**src/rtl/lcd_pll_ctrl.sv**
```systemverilog
`default_nettype none
// ============================================================================
// Module   : lcd_pll_ctrl
// Brief    : rPLL sequencing/reconfiguration controller for the LCD pixel
//            clock. Drives PLL RESET and divider selects, supervises lock,
//            retries on timeout and releases the pixel domain once lock has
//            been stable. Accepts runtime divider changes via req/ack.
// Revision : 1.0 - initial release
// ============================================================================
module lcd_pll_ctrl #(
    parameter int         PLL_RST_CYCLES = 16,
    parameter int         LOCK_WAIT      = 2500,
    parameter int         LOCK_TIMEOUT   = 25000,
    parameter int         MAX_RETRY      = 3,
    parameter logic [5:0] INIT_IDSEL     = 6'd0,
    parameter logic [5:0] INIT_FBDSEL    = 6'd0,
    parameter logic [5:0] INIT_ODSEL     = 6'd0
) (
    input  logic       clk,
    input  logic       reset,
    input  logic       cfg_req,
    input  logic [5:0] cfg_idsel,
    input  logic [5:0] cfg_fbdsel,
    input  logic [5:0] cfg_odsel,
    output logic       cfg_ack,
    input  logic       pll_lock,
    output logic       pll_reset,
    output logic [5:0] pll_idsel,
    output logic [5:0] pll_fbdsel,
    output logic [5:0] pll_odsel,
    output logic       lcd_reset,
    output logic       ready,
    output logic       fault,
    output logic [3:0] retry_cnt
);

    localparam logic [2:0] c_ST_RESET_PLL = 3'd0;
    localparam logic [2:0] c_ST_WAIT_LOCK = 3'd1;
    localparam logic [2:0] c_ST_STABLE    = 3'd2;
    localparam logic [2:0] c_ST_RUN       = 3'd3;
    localparam logic [2:0] c_ST_FAULT     = 3'd4;

    // One shared cycle counter, sized for the longest phase
    localparam int c_CNT_MAX = (PLL_RST_CYCLES > LOCK_WAIT)
                             ? ((PLL_RST_CYCLES > LOCK_TIMEOUT) ? PLL_RST_CYCLES : LOCK_TIMEOUT)
                             : ((LOCK_WAIT > LOCK_TIMEOUT) ? LOCK_WAIT : LOCK_TIMEOUT);
    localparam int c_CNT_W = $clog2(c_CNT_MAX + 1);

    localparam logic [c_CNT_W-1:0] c_CNT_ONE  = c_CNT_W'(1);
    localparam logic [c_CNT_W-1:0] c_RST_LAST = c_CNT_W'(PLL_RST_CYCLES - 1);
    localparam logic [c_CNT_W-1:0] c_WAIT_LAST = c_CNT_W'(LOCK_WAIT - 1);
    localparam logic [c_CNT_W-1:0] c_TO_LAST  = c_CNT_W'(LOCK_TIMEOUT - 1);
    localparam logic [3:0]         c_MAX_RETRY = 4'(MAX_RETRY);

    logic [2:0]         r_state;
    logic [2:0]         w_state_nxt;
    logic [c_CNT_W-1:0] r_cnt;
    logic [c_CNT_W-1:0] w_cnt_nxt;
    logic [3:0]         r_retry;
    logic [3:0]         w_retry_nxt;
    logic               w_accept;
    logic               r_lock_meta;
    logic               r_lock_s;

    logic               w_pll_reset_nxt;
    logic               w_lcd_reset_nxt;
    logic               w_ready_nxt;
    logic               w_fault_nxt;

    logic               r_cfg_ack;
    logic               r_pll_reset;
    logic               r_lcd_reset;
    logic               r_ready;
    logic               r_fault;
    logic [5:0]         r_idsel;
    logic [5:0]         r_fbdsel;
    logic [5:0]         r_odsel;

    // State, counters, lock synchroniser and latched divider selects
    always_ff @(posedge clk) begin
        if (reset) begin
            r_state     <= c_ST_RESET_PLL;
            r_cnt       <= '0;
            r_retry     <= '0;
            r_lock_meta <= 1'b0;
            r_lock_s    <= 1'b0;
            r_idsel     <= INIT_IDSEL;
            r_fbdsel    <= INIT_FBDSEL;
            r_odsel     <= INIT_ODSEL;
        end else begin
            r_state     <= w_state_nxt;
            r_cnt       <= w_cnt_nxt;
            r_retry     <= w_retry_nxt;
            r_lock_meta <= pll_lock;
            r_lock_s    <= r_lock_meta;
            // Selects only move on the edge that also raises pll_reset
            if (w_accept) begin
                r_idsel  <= cfg_idsel;
                r_fbdsel <= cfg_fbdsel;
                r_odsel  <= cfg_odsel;
            end
        end
    end

    // Next-state, counter and retry logic; an accepted request overrides all
    always_comb begin
        w_state_nxt = r_state;
        w_cnt_nxt   = r_cnt + c_CNT_ONE;
        w_retry_nxt = r_retry;
        w_accept    = 1'b0;
        case (r_state)
            c_ST_RESET_PLL: begin
                if (r_cnt == c_RST_LAST) begin
                    w_state_nxt = c_ST_WAIT_LOCK;
                    w_cnt_nxt   = '0;
                end
            end
            c_ST_WAIT_LOCK: begin
                if (r_lock_s) begin
                    w_state_nxt = c_ST_STABLE;
                    w_cnt_nxt   = '0;
                end else if (r_cnt == c_TO_LAST) begin
                    w_cnt_nxt = '0;
                    if (r_retry < c_MAX_RETRY) begin
                        w_retry_nxt = r_retry + 4'd1;
                        w_state_nxt = c_ST_RESET_PLL;
                    end else begin
                        w_state_nxt = c_ST_FAULT;
                    end
                end
            end
            c_ST_STABLE: begin
                if (!r_lock_s) begin
                    w_state_nxt = c_ST_WAIT_LOCK;
                    w_cnt_nxt   = '0;
                end else if (r_cnt == c_WAIT_LAST) begin
                    w_state_nxt = c_ST_RUN;
                    w_cnt_nxt   = '0;
                    w_retry_nxt = '0;
                end
            end
            c_ST_RUN: begin
                w_cnt_nxt = '0;
                if (cfg_req) begin
                    w_accept = 1'b1;
                end else if (!r_lock_s) begin
                    w_state_nxt = c_ST_RESET_PLL;
                end
            end
            c_ST_FAULT: begin
                w_cnt_nxt = '0;
                if (cfg_req) begin
                    w_accept = 1'b1;
                end
            end
            default: begin
                w_state_nxt = c_ST_RESET_PLL;
                w_cnt_nxt   = '0;
            end
        endcase
        if (w_accept) begin
            w_state_nxt = c_ST_RESET_PLL;
            w_cnt_nxt   = '0;
            w_retry_nxt = '0;
        end
    end

    // Output decode from the upcoming state so registered outputs track r_state
    always_comb begin
        w_pll_reset_nxt = (w_state_nxt == c_ST_RESET_PLL) || (w_state_nxt == c_ST_FAULT);
        w_lcd_reset_nxt = (w_state_nxt != c_ST_RUN);
        w_ready_nxt     = (w_state_nxt == c_ST_RUN);
        w_fault_nxt     = (w_state_nxt == c_ST_FAULT);
    end

    // Output registers
    always_ff @(posedge clk) begin
        if (reset) begin
            r_cfg_ack   <= 1'b0;
            r_pll_reset <= 1'b1;
            r_lcd_reset <= 1'b1;
            r_ready     <= 1'b0;
            r_fault     <= 1'b0;
        end else begin
            r_cfg_ack   <= w_accept;
            r_pll_reset <= w_pll_reset_nxt;
            r_lcd_reset <= w_lcd_reset_nxt;
            r_ready     <= w_ready_nxt;
            r_fault     <= w_fault_nxt;
        end
    end

    assign cfg_ack    = r_cfg_ack;
    assign pll_reset  = r_pll_reset;
    assign lcd_reset  = r_lcd_reset;
    assign ready      = r_ready;
    assign fault      = r_fault;
    assign retry_cnt  = r_retry;
    assign pll_idsel  = r_idsel;
    assign pll_fbdsel = r_fbdsel;
    assign pll_odsel  = r_odsel;

endmodule
`default_nettype wire

```
**config.mk**
```make
export PLATFORM = sky130hd
export DESIGN_NAME = lcd_pll_ctrl
export DESIGN_NICKNAME = d
export VERILOG_FILES = /design/src/rtl/lcd_pll_ctrl.sv
export SDC_FILE = /design/constraint.sdc
export NUM_CORES = 1
export LEC_CHECK = 0
export ABC_AREA = 1
export BUFFER_PORTS_ARGS = -buffer_cell sky130_fd_sc_hd__buf_2
export CORE_UTILIZATION = 48
export CTS_BUF_LIST = sky130_fd_sc_hd__clkbuf_4 sky130_fd_sc_hd__clkbuf_8
export CTS_CLUSTER_DIAMETER = 80
export DETAILED_ROUTE_END_ITERATION = 10
export HOLD_SLACK_MARGIN = 0.02
export PLACE_DENSITY_LB_ADDON = 0.15
export REMOVE_ABC_BUFFERS = 1
export SLEW_MARGIN = 0
export SYNTH_ARGS = -nofsm -noshare
export SYNTH_HDL_FRONTEND = slang
export SYNTH_SLANG_ARGS = --single-unit
```
**constraint.sdc**
```tcl
create_clock -name clk -period 2.8 [get_ports clk]
set_clock_uncertainty 0.2 [all_clocks]
set_input_delay 0.28 -clock clk [delete_from_list [all_inputs] [get_ports clk]]
set_output_delay 0.28 -clock clk [all_outputs]
set_load 0.03 [all_outputs]
```
==> out/metrics.cfg, run 1 <==
[outcome]
outcome = completed

[detailed_routing]
wl_per_cell_um = 11.31
via_count = 1891
dr.pass1.iters = 4
drc = 0
postRouteAntennaNets = 0
viasPerCell = 4.787
wirelength_um = 4467
drt_iter0_markers = 65

[floorplanning]
dieHeight_um = 67.52
core_region_area_um2 = 4058
top_level_ports = 49
rows = 23
start_util_pct = 50.79
die_area_um2 = 4559
die_w_um = 67.52

[clock_tree]
cts_made_buffers = 5
cts_tree = yes
clk-insertion-delay-late_ns = 0.29
postCtsSetupRepairBufs = 0
h-tree-depth = 2
clock_sinks = 47
root_buffer = clkbuf_8
clkTransAtPathRegs_ns = 0.09
clockBufferDepth = 2

[logic_synthesis]
ys_types = 29
synth_area_leaders = dfxtp_1 (46%), nand2_1 (12%), nand3_1 (9.0%)
synthCells = 274
synth_commonest_cells = nand2_1 (67), dfxtp_1 (47), nand3_1 (37)
synth_ff_type = dfxtp_1
synth_top_cell_by_area = dfxtp_1
synth_edf_count = 0
ys_async_sr_fraction_pct = 0
seq_area_frac_synth_pct = 45.66
ys_ff_latch = 47
synth_area_um2 = 2061
synth.most_common_cell = nand2_1
yosysTopAreaCellShare_pct = 45.66
ys_warn_count = 0
avgSynthCellArea_um2 = 7.521

[job]
max_cap_violations = 0

[timing]
hold_viol = 0
period_needed_ns = 2.002
drv_slew = 0
period_share_pct = 71.50
worst_pin_slew_ns = 0.4487
finalWorstSetupSlack_ns = 0.7979
hold_slack_ns = 0.1565
slew_headroom_pct = 70.05
tns_ns = 0
setup_violations = 0
fmax_mhz = 499.5
rsz0062_at_grt = false

[grt]
grtUsageTotal_pct = 22.43
overflow = 0
grt_pass1_wl_um = 7555
grt_antenna_before_repair = 0
grt_pass1_vias = 1751
grt_max_degree = 22

[power]
p_per_area_nw_per_um2 = 438.2
leakage_uw = 0.001227
fin_total_pwr_uw = 1152
peakVddDrop_mv = 0.3013

[setup_path]
critPathKind = reg -> reg
cp-start-kind = flip-flop
crit_required_ns = 2.78
rr_startpoint = r_state[1]
cp.arrival_ns = 1.98
rrSetupSlack_ns = 0.80
ff2ff_path_depth = 7
r2r_end = r_cnt[14]
critical_path.max_fanout = 21
endpoint_kind = flip-flop

[placement]
gp_congestion = 0.7681
portBuffers = 48
pre_cts_slack_ns = 0.7797
hpwl_um = 3003

[min_path]
min_path_type = in -> reg
hp-start = cfg_req
min_path_cells = 4
whs_endpoint = r_state[2]

[cells_and_area]
area_delta_synth_final_pct = 27.63
layout-drive-gt1-share_pct = 24.35
antennaDiodeCount = 0
final_util_pct = 64.82
fin_nets = 368

[where the power goes]
group / switching, µW / total, µW / internal [µW]
clock: 222 / 411 / 189
combinational: 27.2 / 63.9 / 36.7
sequential: 4.90 / 678 / 673
total: 254 / 1150 / 899
[cells by family (layout without fill, tap and decap cells)]
family | after synthesis | after routing | synth area share [%]
AOI/OAI and AO/OA | 15 | 15 | 4.676
xor gates and xnor gates | 5 | 5 | 2.125
DFF | 47 | 47 | 45.66
adders and majority gates | 2 | 2 | 1.214
buffers and inverters | 36 | 107 | 7.467
and+or+nand+nor | 169 | 169 | 38.86
[timing repair]
| action | in CTS | in global routing |
|---|---|---|
| endpoints found under the setup margin | 0 | 0 |
| hold buffers | 21 | 0 |
| resized for setup | 0 | 0 |
| hold endpoints to repair | 20 | 0 |
[worst max path at each step]
stage	startpoint	end	slack [ns]	cells past startpoint
detailed placement	r_state[1]	r_cnt[14]	0.78	7
finish	r_state[1]	r_cnt[14]	0.80	7
floorplan	r_state[1]	r_cnt[11]	1.08	7
global placement	r_state[1]	r_cnt[11]	0.84	7
CTS	r_state[1]	r_cnt[14]	0.76	7
global route	r_state[1]	r_cnt[14]	0.65	7
[layout by cell type (no fill, tap or decap), drive strengths merged]
master        n
o21ai         4
a31oi         3
nor2         40
xor2          4
clkinv        3
clkbuf        6
nand4         6
a21oi         6
nand2        72
nand3        40
dfxtp        47
or2           1
buf          49
dlygate4sd3  21
nor3         10
ha            2
xnor2         1
o21bai        1
o221ai        1
inv          28
[metrics by stage]
step	instances	area, µm²
floorplan	267	2016
CTS	395	2630
global route	395	2630
global placement	366	2326
finish	395	2630
detailed placement	366	2326
[state kept, by name, summed over array words and instances, names as in the netlist]
register	count
r_cnt	15
cfg_ack	1
pll_odsel	6
fault	1
retry_cnt	4
pll_reset	1
r_lock_meta	1
lcd_reset	1
ready	1
pll_idsel	6
r_state	3
r_lock_s	1
pll_fbdsel	6
[layout make-up]
class	instances	area, µm²
multi-input cells	191	965.9
flip-flops and latches	47	940.9
inverters	29	108.9
fillers	361	1428
clock inverters	2	17.52
repair buffers	70	457.9
clock buffers	6	76.32
well taps	50	62.56
[critical path, cell delays in order, from the launching register on]
cell     delay (ns)
dfxtp_1        0.40
inv_2          0.07
o21ai_4        0.17
nand3_2        0.39
nand2_2        0.29
nor2_4         0.06
nand2_2        0.22
nor3_1         0.08
[routing by layer]
metal / GRT usage [%] / wire [µm] / vias to the layer above
met5: 0 / 0 / -
met3: 7.770 / 190 / 2
met1: 27.43 / 2128 / 824
met4: 6.383 / 34 / 0
li1: - / - / 1023
met2: 36.88 / 2114 / 42
(Power assumes the default switching activity.)
==> inputs of run 2 (changes only) <==
Settings changed: ABC_AREA 1 to 0.
Clock period 2.8 ns to 1.64 ns, I/O delays scaled along.
==> run 2 against run 1 <==
- the flow now finishes with violations (negative setup slack)
- combinational power increased by 99%
- register-to-register slack got worse by 1.3 ns
- synthesized cell count shrank 22%
- critical endpoint is now pll_reset
- highest routed layer unchanged
==> out/metrics.cfg, run 2 <==
[outcome]
outcome = finished, violations left
violations = negative setup slack

[power]
switching_share_pct = 21.86
sequentialPowerShare_pct = 57.4
power_frac_comb_pct = 6.3
peakVddDrop_mv = 0.4385
power.share.clock_pct = 36.3
p_int_uw = 1572
leakage_uw = 0.001488
p_per_area_nw_per_um2 = 647.3
power_switching_uw = 439.6

[clock_tree]
clk-insertion-delay-late_ns = 0.30
root_buffer = clkbuf_8
clock_sinks = 47
clkTransAtPathRegs_ns = 0.09
clockBufferDepth = 2
h-tree-depth = 2
cts_tree = yes
cts_made_buffers = 5

[setup_path]
path_cells = or4_4 -> or4_4 -> o211a_1 -> a21o_1
critPathKind = reg -> reg
critical_path.max_fanout = 5
worst_path_most_repeated_cell = or4_4
slowest_stage = or4_4
critPathBufInv = 0
slowest_delay_ns = 0.56
endpoint_kind = flip-flop
cp.arrival_ns = 2.13
crit_required_ns = 1.63
crit_family = simple AND/OR/NAND/NOR gates
cp-start-kind = flip-flop

[floorplanning]
die_w_um = 67.90
dieHeight_um = 67.90
core_region_area_um2 = 4086
top_level_ports = 49
rows = 23
die_area_um2 = 4610
start_util_pct = 51.01

[cells_and_area]
final_util_pct = 76.03
final_cells = 378
layout-drive-gt1-share_pct = 36.28
nFillCells = 270
largest_reg_flops = 15
fin_nets = 351
final_common_cell = buf_2
antennaDiodeCount = 0
most-common-layout-cells = buf_2 (48), dfxtp_1 (44), buf_4 (40)
area_delta_synth_final_pct = 49.04
top_register = r_cnt

[timing]
period_share_pct = 130.5
hold_viol = 0
period_needed_ns = 2.140
worst_pin_slew_ns = 0.4000
finalWorstSetupSlack_ns = -0.5003
drv_slew = 0
slew_headroom_pct = 73.09
fmax_mhz = 467.2
rsz0062_at_grt = true
setup_violations = 36

[logic_synthesis]
ys_types = 45
synth_top_cell_by_area = dfxtp_1
synth_edf_count = 0
ys_async_sr_fraction_pct = 0
synth.most_common_cell = dfxtp_1
ys_warn_count = 0
seq_area_frac_synth_pct = 45.14
synth_commonest_cells = dfxtp_1 (47), nor2_1 (24), mux2i_1 (20)
synth_area_um2 = 2084
synth_area_leaders = dfxtp_1 (45%), mux2i_1 (9.6%), nor2_1 (4.3%)
avgSynthCellArea_um2 = 9.695
synthCells = 215
yosysTopAreaCellShare_pct = 45.14
ys_ff_latch = 47
synth_ff_type = dfxtp_1

[min_path]
min_path_type = in -> reg

[placement]
portBuffers = 48
place_inst = 343
gp_congestion = 0.8544
hpwl_um = 3548

[grt]
grt_max_degree = 27
overflow = 0
grt_antenna_before_repair = 0
grtUsageTotal_pct = 25.23
grt_pass1_vias = 1866
grt_pass1_wl_um = 8535

[detailed_routing]
wirelength_um = 5539
wl_per_cell_um = 14.65
postRouteAntennaNets = 0
via_count = 2037
dr.pass1.iters = 4
drt_iter0_markers = 78
drc = 0
viasPerCell = 5.389

[job]
max_cap_violations = 0

run 2: cell count changes after synthesis, sizes merged, moves of 7 or more:
| cell | delta |
|---|---|
| nor3 | -8 |
| clkbuf | +7 |
| mux2i | +20 |
| nand2 | -67 |
| a31oi | +9 |
| inv | -24 |
| nor2 | -16 |
| nand3 | -32 |
run 2: tightest hold or removal path, delay by kind of cell:
family                 cells  cell delay (ns)
and+or+nand+nor            1             0.06
buffers and inverters      1             0.15
AOI/OAI and AO/OA          1             0.21
run 2: cells by family after synthesis:
group | count (synthesis) | synth area share [%]
simple gates | 87 | 25.27
flops | 47 | 45.14
compound gates | 33 | 10.80
mux | 20 | 9.604
buf+inv | 16 | 3.781
xor+xnor | 10 | 4.201
fa+ha+maj | 2 | 1.200
run 2: cell type report:
cell class,count,area [µm²],share of cell area (%)
inverters,4,15.01,0.4833
well taps,50,62.56,2.014
clock inverters,2,13.76,0.4430
flip-flops and latches,47,944.7,30.41
repair buffers,117,898.4,28.92
clock buffers,6,82.58,2.658
multi-input cells,152,1090,35.08
run 2: power by group through the flow:
stage	clock (µW)	combinational, µW	sequential (µW)
3_3_place_gp	0	87.4	1180
2_1_floorplan	0	26.5	1180
6_report	730	127	1150
3_5_place_dp	0	90.6	1180
4_1_cts	748	126	1150
5_1_grt	788	138	1160
run 2: timing repair:
item                                   4_1_cts  5_1_grt
gates cloned                                 2        0
setup endpoints to repair                   43       43
gates resized for setup                     12        6
endpoints found under the hold margin       19        0
hold buffers                                19        0
pin swaps                                    5        5
setup buffers                                7        2
run 2: through the flow:
step	TNS [ns]	instance area, µm²	hold WS, ns	power [µW]	setup WS, ns
3_5_place_dp	-11.96	2693	0.1991	1271	-0.5324
4_1_cts	-12.73	3122	0.1228	2027	-0.4960
6_report	-11.31	3107	0.1393	2011	-0.5003
5_1_grt	-13.66	3107	0.1561	2081	-0.5710
2_1_floorplan	-32.64	2021	0.03561	1208	-1.033
3_3_place_gp	-10.43	2693	0.1744	1267	-0.4650
run 2: final timing paths:
kind / startpoint / end / slack, ns / cells past startpoint
max: r_cnt[4] / pll_reset / -0.50 / 4
min: reset / r_state[2] / 0.14 / 3
max reg2reg: r_cnt[4] / pll_reset / -0.50 / 4
min reg2reg: r_lock_meta / r_lock_s / 0.27 / 1
run 2: metal layers:
metal | vias up | GRT usage, % | routed length, µm
met1 | 951 | 29.84 | 2395
met2 | 62 | 44.80 | 2808
met3 | 6 | 5.833 | 281
li1 | 1018 | - | -
met4 | 0 | 7.813 | 53
met5 | - | 0 | 0
==> inputs of run 3 (changes only) <==
Settings changed: CTS_BUF_LIST sky130_fd_sc_hd__clkbuf_4 sky130_fd_sc_hd__clkbuf_8 to sky130_fd_sc_hd__clkbuf_16.
==> run 3 against run 2 <==
- non-clock buffer count did not move
- largest power group unchanged
- the run still ends with negative setup slack left
- sequential cell count did not move
- maximum frequency up 0.35%
- first-iteration DRC count increased by 55%
- sequential power about the same
==> out/metrics.cfg, run 3 (synthesis results as in run 2) <==
[outcome]
outcome = finished, violations left
violations = negative setup slack

[timing]
slew_headroom_pct = 72.27
tns_ns = -12.35
period_needed_ns = 2.133
period_share_pct = 130.1
setup_violations = 39
rsz0062_at_grt = true
finalWorstSetupSlack_ns = -0.4928
hold_viol = 0
fmax_mhz = 468.9
drv_slew = 0
hold_slack_ns = 0.1504
worst_pin_slew_ns = 0.4121

[floorplanning]
die_w_um = 67.90
top_level_ports = 49
die_area_um2 = 4610
start_util_pct = 51.01
dieHeight_um = 67.90
rows = 23
core_region_area_um2 = 4086

[grt]
grt_antenna_before_repair = 0
grt_pass1_vias = 1934
grtUsageTotal_pct = 26.77
grt_max_degree = 27
overflow = 0
grt_pass1_wl_um = 9018

[min_path]
min_path_type = in -> reg

[setup_path]
cp-start-kind = flip-flop
critPathKind = reg -> reg
endpoint_kind = flip-flop
cp.arrival_ns = 2.10
critical_path.max_fanout = 15
crit_required_ns = 1.61

[detailed_routing]
route.top_layer_used = met4
wirelength_um = 5890
route.met3.wl_um = 282
dr.pass1.iters = 4
dr_wl_met2_um = 2997
drt_iter0_markers = 121
wl_per_cell_um = 15.58
drt-met1-wl_um = 2491
viasPerCell = 5.476
postRouteAntennaNets = 0
drc = 0
via_count = 2070

[clock_tree]
clockBufferDepth = 2
clock_sinks = 47
clk-insertion-delay-late_ns = 0.29
cts_made_buffers = 5
cts_tree = yes
root_buffer = clkbuf_16
clkTransAtPathRegs_ns = 0.06
h-tree-depth = 2

[placement]
gp_congestion = 0.8544
place_inst = 343
hpwl_um = 3548
pre_cts_slack_ns = -0.5324
portBuffers = 48

[job]
max_cap_violations = 0

[power]
p_int_uw = 1790
power.share.clock_pct = 43.4
power_switching_uw = 480.3
switching_share_pct = 21.16
peakVddDrop_mv = 0.5495
sequentialPowerShare_pct = 50.9
p_per_area_nw_per_um2 = 710.7
power_frac_comb_pct = 5.8
leakage_uw = 0.001510

[cells_and_area]
multiInputGateArea_um2 = 1106
top_register = r_cnt
seqCellArea_um2 = 947.2
final_common_cell = buf_2
layout-drive-gt1-share_pct = 37.20
nFillCells = 254
most-common-layout-cells = buf_2 (48), dfxtp_1 (42), buf_4 (39)
largest_reg_flops = 15
area_delta_synth_final_pct = 53.24
final_cells = 378
fin_nets = 351
antennaDiodeCount = 0

==> run 3: cell count changes in the layout (fill, tap and decap cells not counted), sizes merged <==
cell and delta:
buf -1, clkinv +1
==> run 3: layer usage <==
layer,vias up,track usage [%]
li1,1016,-
met1,978,31.26
met2,64,47.40
met3,12,6.333
met4,0,9.375
met5,-,0
==> run 3: worst paths after layout <==
path                             startpoint          to  slack [ns]  cells past startpoint
worst max-delay path               r_cnt[4]   r_cnt[11]       -0.49                      5
worst min-delay path                  reset  r_state[2]        0.15                      3
worst max register to register     r_cnt[4]   r_cnt[11]       -0.49                      5
worst min register to register  r_lock_meta    r_lock_s        0.26                      1
==> run 3: layout make-up <==
| cell class | count | share of cell area (%) |
|---|---|---|
| Clock buffer | 5 | 3.917 |
| Clock inverter | 3 | 0.5484 |
| Inverter | 4 | 0.4700 |
| Multi-Input combinational cell | 152 | 34.63 |
| Sequential cell | 47 | 29.65 |
| Tap cell | 50 | 1.958 |
| Timing Repair Buffer | 117 | 28.83 |
==> run 3: what timing repair did <==
action / in CTS / in global routing
buffers inserted: 4 / 2
cloned: 2 / 1
setup endpoints to repair: 43 / 40
hold buffers: 19 / 0
hold endpoints to repair: 19 / 0
gates resized for setup: 10 / 12
pin swaps: 3 / 4
==> run 3: power by group through the flow <==
stage	registers [µW]	logic, µW	clock network [µW]
3_5_place_dp	1180	90.6	0
6_report	1150	131	985
2_1_floorplan	1180	26.5	0
5_1_grt	1160	142	1050
4_1_cts	1150	126	1000
3_3_place_gp	1180	87.4	0
==> run 3: stage by stage <==
stage	utilization, %	total power [µW]	instance area [µm²]
2_1_floorplan	-	1208	2021
3_3_place_gp	65.89	1267	2693
3_5_place_dp	65.89	1271	2693
4_1_cts	76.85	2283	3141
5_1_grt	78.17	2346	3194
6_report	78.17	2270	3194
==> run 3: critical path: stages (launching register included) <==
cell	delay (ns)
dfxtp_1	0.31
or4_4	0.56
or4_4	0.56
nand4b_2	0.13
buf_12	0.15
a32oi_1	0.10
